--- src/rtl/gshare_branch_predictor.sv ---
// gshare_branch_predictor: saturating-counter branch predictor, bimodal or gshare indexed, with write-through bypass
module gshare_branch_predictor #(
  parameter int INDEX_BITS = 5,
  parameter int CTR_BITS   = 2,
  parameter int GHR_BITS   = 0,
  parameter int INIT_STATE = 1,
  localparam int GW        = (GHR_BITS > 0) ? GHR_BITS : 1
) (
  input  logic                  clk,
  input  logic                  arst_n,
  input  logic                  en,
  input  logic [INDEX_BITS-1:0] read_addr,
  input  logic                  update_valid,
  input  logic [INDEX_BITS-1:0] update_index,
  input  logic                  was_taken,
  output logic                  prediction,
  output logic [INDEX_BITS-1:0] pred_index,
  output logic [GW-1:0]         ghr
);
  localparam int DEPTH = 1 << INDEX_BITS;
  logic [CTR_BITS-1:0]   r_ctr [DEPTH];
  logic [GW-1:0]         r_ghr;
  logic                  r_pred;
  logic [INDEX_BITS-1:0] r_pidx;
  logic [INDEX_BITS-1:0] w_idx;
  logic [CTR_BITS-1:0]   w_cur;
  logic [CTR_BITS-1:0]   w_next;
  logic [CTR_BITS-1:0]   w_rd;
  // lookup index and the saturated next value of the entry being trained; a same-index lookup sees the new value
  always_comb begin
    w_idx  = (GHR_BITS == 0) ? read_addr : read_addr ^ INDEX_BITS'(r_ghr);
    w_cur  = r_ctr[update_index];
    w_next = was_taken ? ((&w_cur) ? w_cur : w_cur + 1'b1) : ((w_cur == '0) ? w_cur : w_cur - 1'b1);
    w_rd   = (update_valid && update_index == w_idx) ? w_next : r_ctr[w_idx];
  end
  // table training, history shift and registered prediction; reset discards any concurrent lookup or update
  always_ff @(posedge clk) begin
    if (!arst_n) begin
      for (int i = 0; i < DEPTH; i++) r_ctr[i] <= CTR_BITS'(INIT_STATE);
      r_ghr  <= '0;
      r_pred <= 1'b0;
      r_pidx <= '0;
    end else begin
      if (update_valid) begin
        r_ctr[update_index] <= w_next;
        if (GHR_BITS > 0) r_ghr <= GW'({r_ghr, was_taken});
      end
      if (en) begin
        r_pred <= w_rd[CTR_BITS-1];
        r_pidx <= w_idx;
      end
    end
  end
  assign prediction = r_pred;
  assign pred_index = r_pidx;
  assign ghr        = r_ghr;
endmodule

--- config.mk ---
export PLATFORM = sky130hd
export DESIGN_NAME = gshare_branch_predictor
export DESIGN_NICKNAME = d
export VERILOG_FILES = /design/src/rtl/gshare_branch_predictor.sv
export SDC_FILE = /design/constraint.sdc
export NUM_CORES = 1
export LEC_CHECK = 0
export ABC_AREA = 1
export CORE_ASPECT_RATIO = 0.9
export CORE_MARGIN = 5
export CORE_UTILIZATION = 65
export CTS_BUF_LIST = sky130_fd_sc_hd__clkbuf_4
export DETAILED_ROUTE_END_ITERATION = 8
export PLACE_DENSITY = 0.95
export RECOVER_POWER = 50
export SLEW_MARGIN = 20
export SYNTH_ARGS = -nofsm -noshare
export SYNTH_HDL_FRONTEND = slang
export SYNTH_SLANG_ARGS = --single-unit
--- constraint.sdc ---
create_clock -name clk -period 4.05 [get_ports clk]
set_input_delay 1.215 -clock clk [delete_from_list [all_inputs] [get_ports clk]]
set_output_delay 1.215 -clock clk [all_outputs]
set_load 0.02 [all_outputs]
* After elaboration in Yosys (flattened, before gate mapping) *
Memories as Yosys holds them, arrays and structs flattened. A register that Yosys moved wholly into a read port is not among the register bits.
Index checks and enable logic that the tools add are counted.

word-level totals
  register bits = 5
  RAM bits = 64
  input bits = 15
  output and inout port bits = 7
  memories kept = 1

memory list
  name   words  bits a word  rd ports  clocked after memory_dff  write ports  RTL line  source
  r_ctr  32     2            2         1                         32           21        logic [CTR_BITS-1:0] r_ctr [DEPTH];

cells by class
  add/sub/neg operators = 2
  muxes and demuxes = 10
  reduce and logical (&&, ||, !) cells = 4

operators by type and width
  operator             count
  $mux 2               4
  $mux 1               5
  $mux 5               1
  $add 2x1->2 const B  1
  $logic_not 2->1      1
  $reduce_and 2->1     1
  $reduce_or 2->1      1
  $sub 2x1->2 const B  1
  $logic_not 1->1      1

* Longest topological paths before layout *
Gate-level depths: netlist of the first run.

  depth after elaboration = 5
  mapped depth = 17

* Worst setup path after synthesis of the first run *
Ideal clock, no wire load.

  path kind = input to register
  from = in update_index[0]
  to = mem r_ctr[10][0], data pin
  arrival = 2.410 ns
  required time = 3.794 ns
  setup slack = 1.384 ns
  stages on the path = 16
  cells stage by stage = buf_2 -> inv_2 -> buf_2 -> nand2_1 -> nand2_1 -> nand2_1 -> nand2_1 -> nand2_1 -> nand2_1 -> nor2_1 -> nand3b_1 -> nand2_1 -> nand2_1 -> inv_2 -> buf_4 -> nand2_1

RTL lines
  item             RTL line  source
  start, declared  14        input logic [INDEX_BITS-1:0] update_index,
  end, declared    21

==> flow_summary_export.csv, run 1 <==
group,metric,value,unit
clock_network,clockBufferDepth,2,
critical_path,crit_path_frequent_cell,"nand2_1",
global_routing,grt_pass1_vias,3658,
critical_path,critical_path_peak_fanout,32,
pwr,finalPower,1560,uW
detailed_routing,drtIter0Drc,566,
sta,timing.setup.tns,0,ps
pwr,peakVddDrop,0.224,mV
sta,finalCriticalPeriod,3460,ps
logic_synthesis,synth-edff-count,64,
global_routing,grt_usage,26.7,%
die,core,6080,sq um
sta,period_share,85.5,%
sta,hold_slack,488,ps
clock_network,clock_latency,430,ps
logic_synthesis,synth_top_flop_cell,"edfxtp_1",
clock_network,numClockSinks,70,
clock_network,cts_made_buffers,9,
detailed_routing,drc,0,
job,max-cap-violations,1,
clock_network,root_buffer,"clkbuf_4",
place,port_buffers,20,
run_status,violations,"max-capacitance violations, max-slew violations",
sta,drv_slew,39,
critical_path,critPathKind,"primary input to register",
clock_network,cts_tree,"yes",
clock_network,h-tree-depth,3,
logic_synthesis,async_flop_share,0,%
cells_and_area,diodes,0,
sta,max_freq,289,MHz
die,ioPinCount,22,
sta,clock_skew,14.8,ps
detailed_routing,wl,10.1,mm
critical_path,startpoint_type,"primary input",
die,die_w,93.0,um
detailed_routing,vias,3853,
critical_path,slowest_stage,"clkdlybuf4s50_1",
critical_path,end_kind,"register",
place,dp_slack,270,ps
pwr,power.density,355,nW/um^2
critical_path,slowest_delay,490,ps
detailed_routing,first_pass_iters,5,
sta,hold_violations,0,
global_routing,antenna_found_initial,0,
sta,final.setup.worst_slack,588,ps
critical_path,cp.required,4200,ps
global_routing,grt_max_degree,39,
critical_path,cp.arrival,3610,ps
cells_and_area,utilization,72.4,%
logic_synthesis,ys_warn_count,0,
logic_synthesis,syn_avg_cell_area,7.15,sq um
global_routing,grt_pass1_wl,16.3,mm
detailed_routing,drt-wirelength-per-cell,15.5,um
clock_network,clk_pin_slew,110,ps
hold_path,hold_path_class,"register to register",
clock_network,cts_resized,0,
cells_and_area,final_common_cell,"nand2_1",
logic_synthesis,syn-cell-area,4030,sq um
sta,slew_headroom,-17.7,%
sta,rsz0062_at_grt,"false",
run_status,status,"finished with violations",
die,die_h,84.7,um
sta,tightest_slew,1770,ps
logic_synthesis,ys_types,24,
pwr,leakage,0.00184,uW
sta,setup_viol,0,
clock_network,ctsHoldBuffers,0,
cells_and_area,final_layout_size_suffix_gt1_share,4.30,%
logic_synthesis,ys_seq_area_share,50.6,%
cells_and_area,finalNetCount,591,
die,num_rows,27,
detailed_routing,ant_nets,0,
critical_path,worstPathCellList,"clkdlybuf4s50_1 > inv_2 > nand2_1 > nand2_1 > nand2_1 > nand2_1 > nand2_1 > nand2_1 > inv_1 > nand2_1 > nor2_1 > nand2_1 > nand2_1 > inv_2 > nand2_1",
clock_network,post_cts_buffers,0,
die,start_util,66.3,%
logic_synthesis,ys_ff_latch,70,
place,gp_congestion,0.992,
detailed_routing,post_drt_via_cell_ratio,5.90,
logic_synthesis,synthCells,564,
die,dieArea,7880,sq um
global_routing,gr-total-overflow,0,
cells_and_area,syn_to_final_growth,9.21,%
logic_synthesis,syn-num-nets,579,
cells_and_area,final_cell_mix,"274 x nand2_1, 73 x nor2_1, 64 x edfxtp_1",
place,place_hpwl,6.82,mm
-- final cells by class --
cell class	instances	area [sq um]
clock buffer	10	75.1
clock inverter	6	86.3
fill	432	1680
inverter	59	221
multi-input combinational	409	1630
sequential	70	2040
tap	72	90.1
timing repair buffer	27	262
-- flip-flops by register name, indices dropped and copies added, names as in the netlist --
register	cells
r_ctr	64
pred_index	5
prediction	1
-- power by group --
part           switching (uW)  internal, uW
logic                     166          71.3
registers                11.1           807
clock network             252           256
total                     429          1130
-- cells in the mapped netlist (2+ instances only) --
library cell | count | share of area, %
a21oi_1 | 6 | 0.74
buf_2 | 11 | 1.4
buf_4 | 8 | 1.5
clkbuf_1 | 6 | 0.56
dfxtp_1 | 6 | 3.0
edfxtp_1 | 64 | 48
inv_1 | 55 | 5.1
inv_2 | 3 | 0.28
nand2_1 | 274 | 25
nand3_1 | 30 | 3.7
nor2_1 | 73 | 6.8
nor3_1 | 10 | 1.2
o21ai_0 | 6 | 0.74
xor2_1 | 2 | 0.43
-- path summary, 6_finish.rpt --
path / cells after the start / slack (ps) / start / end
min reg2reg: 2 / 490 / prediction / prediction
max reg2reg: 12 / 1910 / r_ctr[7][1] / r_ctr[18][0]
min: 2 / 490 / prediction / prediction
max: 15 / 590 / update_index[0] / r_ctr[18][0]
-- per-stage QoR --
stage,cells,cell area (sq um)
2_1_floorplan,564,4030
3_3_place_gp,637,4250
3_5_place_dp,637,4250
4_1_cts,653,4410
5_1_grt,653,4410
6_report,653,4410
-- worst max-delay path, delay by kind of cell --
kind,cells,cell delay [ps]
buffers and inverters,4,1440
AND/OR/NAND/NOR,11,950
-- cells by family (layout without fill, tap and decap cells) --
group | after synthesis | in the layout | share of synthesized area (%)
other | 1 | 1 | 0.0930
buffers and inverters | 85 | 102 | 8.99
AOI/OAI and AO/OA | 15 | 15 | 1.95
DFF | 70 | 70 | 50.6
and+or+nand+nor | 391 | 391 | 37.9
xor gates and xnor gates | 2 | 2 | 0.434
-- metal layers --
metal | global-route usage [%] | vias up | wire (um)
met1 | 30.1 | 1688 | 3500
met3 | 6.54 | 76 | 1240
met2 | 45.8 | 317 | 4790
met5 | 0 | - | 0
li1 | - | 1772 | -
met4 | 15.7 | 0 | 588
(Power assumes the default switching activity.)
==> run 2, diff against run 1 <==
--- a/config.mk
+++ b/config.mk
@@ -9,7 +9,7 @@
 export CORE_ASPECT_RATIO = 0.9
 export CORE_MARGIN = 5
 export CORE_UTILIZATION = 65
-export CTS_BUF_LIST = sky130_fd_sc_hd__clkbuf_4
+export CTS_BUF_LIST = sky130_fd_sc_hd__clkbuf_8
 export DETAILED_ROUTE_END_ITERATION = 8
 export PLACE_DENSITY = 0.95
 export RECOVER_POWER = 50
==> flow_summary_export.csv, run 2 (same netlist as run 1, synthesis figures left out) <==
group,metric,value,unit
detailed_routing,wl,10.4,mm
cells_and_area,diodes,0,
detailed_routing,ant_nets,0,
pwr,finalPower,1690,uW
critical_path,critPathKind,"primary input to register",
critical_path,slowest_stage,"clkdlybuf4s50_1",
pwr,power.density,379,nW/um^2
detailed_routing,drt-wirelength-per-cell,15.9,um
sta,rsz0062_at_grt,"false",
sta,tightest_slew,1730,ps
die,start_util,66.3,%
cells_and_area,finalNetCount,591,
pwr,p_clk_share,37.6,%
global_routing,grt_pass1_vias,3684,
critical_path,slowest_delay,490,ps
clock_network,ctsHoldBuffers,0,
clock_network,cts_made_buffers,9,
detailed_routing,post_drt_via_cell_ratio,5.89,
sta,hold_violations,0,
clock_network,numClockSinks,70,
sta,drv_slew,39,
place,place_hpwl,6.82,mm
clock_network,clock_latency,370,ps
cells_and_area,fin_cells,653,
die,die_h,84.7,um
sta,period_share,87.3,%
run_status,violations,"max-capacitance violations, max-slew violations",
pwr,leakage,0.00187,uW
clock_network,cts_resized,0,
sta,finalCriticalPeriod,3540,ps
critical_path,cp.required,4170,ps
job,max-cap-violations,1,
sta,clock_skew,11.9,ps
sta,timing.setup.tns,0,ps
sta,max_freq,283,MHz
clock_network,clockBufferDepth,2,
detailed_routing,drtIter0Drc,591,
sta,slew_headroom,-15.5,%
pwr,peakVddDrop,0.249,mV
run_status,status,"finished with violations",
hold_path,hold_path_class,"register to register",
global_routing,antenna_found_initial,0,
pwr,comb_power_share,14.1,%
detailed_routing,drc,0,
pwr,p_sw_share,26.7,%
cells_and_area,final_cell_mix,"274 x nand2_1, 73 x nor2_1, 64 x edfxtp_1",
die,ioPinCount,22,
cells_and_area,syn_to_final_growth,10.8,%
cells_and_area,largest_reg_flops,64,
sta,setup_viol,0,
clock_network,post_cts_buffers,0,
clock_network,h-tree-depth,3,
global_routing,gr-total-overflow,0,
die,num_rows,27,
critical_path,crit_path_frequent_cell,"nand2_1",
clock_network,cts_tree,"yes",
die,core,6080,sq um
clock_network,root_buffer,"clkbuf_8",
cells_and_area,final_layout_size_suffix_gt1_share,4.30,%
critical_path,startpoint_type,"primary input",
critical_path,worstPathCellList,"clkdlybuf4s50_1 > inv_2 > nor2_1 > nand2_1 > nand4_1 > nand2_1 > nand2_1 > inv_1 > nand2_1 > nor2_1 > nand2_1 > nand2_2 > buf_12 > nor2_1",
detailed_routing,first_pass_iters,7,
critical_path,cp.arrival,3660,ps
place,port_buffers,20,
place,dp.cells,637,
critical_path,critical_path_peak_fanout,32,
die,die_w,93.0,um
place,gp_congestion,0.992,
critical_path,end_kind,"register",
global_routing,grt_pass1_wl,16.6,mm
pwr,seq_power_share,48.3,%
pwr,p_int,1240,uW
clock_network,clk_pin_slew,70,ps
cells_and_area,final_common_cell,"nand2_1",
detailed_routing,vias,3846,
cells_and_area,regMostFlops,"r_ctr",
global_routing,grt_max_degree,39,
pwr,p_sw,452,uW
die,dieArea,7880,sq um
global_routing,grt_usage,27.5,%
run 2: cell count changes in the layout (fill, tap and decap cells not counted):
| cell | change |
|---|---|
| inv_1 | +1 |
| clkinv_1 | -1 |
| clkbuf_4 | -10 |
| clkbuf_8 | +10 |
run 2: worst max-delay path, delay by kind of cell:
family / cells / cell delay [ps]
buffers and inverters: 4 / 1220
AND/OR/NAND/NOR: 10 / 1210
run 2: power groups by stage:
stage                     Clock [uW]  Sequential [uW]  Combinational [uW]
final                            636              819                 238
after global routing             666              821                 258
after global placement             0              833                 222
after detailed placement           0              834                 230
after CTS                        633              818                 232
after floorplan                    0              835                 159
run 2: per-stage QoR:
stage / hold slack, ps / worst slack (ps) / utilization [%] / area, sq um
3_5_place_dp: 468 / 270 / 69.9 / 4250
2_1_floorplan: 538 / 1380 / - / 4030
5_1_grt: 528 / 310 / 73.5 / 4470
3_3_place_gp: 451 / 403 / 69.9 / 4250
6_report: 483 / 513 / 73.5 / 4470
4_1_cts: 479 / 615 / 73.5 / 4470
run 2: worst paths after layout:
check	start	depth (start not counted)	end	slack, ps
setup / recovery	update_index[0]	14	r_ctr[11][1]	510
hold / removal	prediction	2	prediction	480
setup reg to reg	r_ctr[7][1]	12	r_ctr[0][0]	1940
hold reg to reg	prediction	2	prediction	480
run 2: final cells by class:
type                       instances  area (sq um)
clock buffer                      10           138
clock inverter                     6          86.3
fill                             413          1610
inverter                          59           221
multi-input combinational        409          1630
sequential                        70          2040
tap                               72          90.1
timing repair buffer              27           262
run 2: routing by layer:
layer,routed length [um],share of wire [%],vias to the layer above,GRT usage (%)
met4,586,5.6,0,16.4
met2,4890,47,293,46.9
met5,0,0,-,0
met1,3520,34,1711,30.7
met3,1380,13,76,7.44
li1,-,-,1766,-
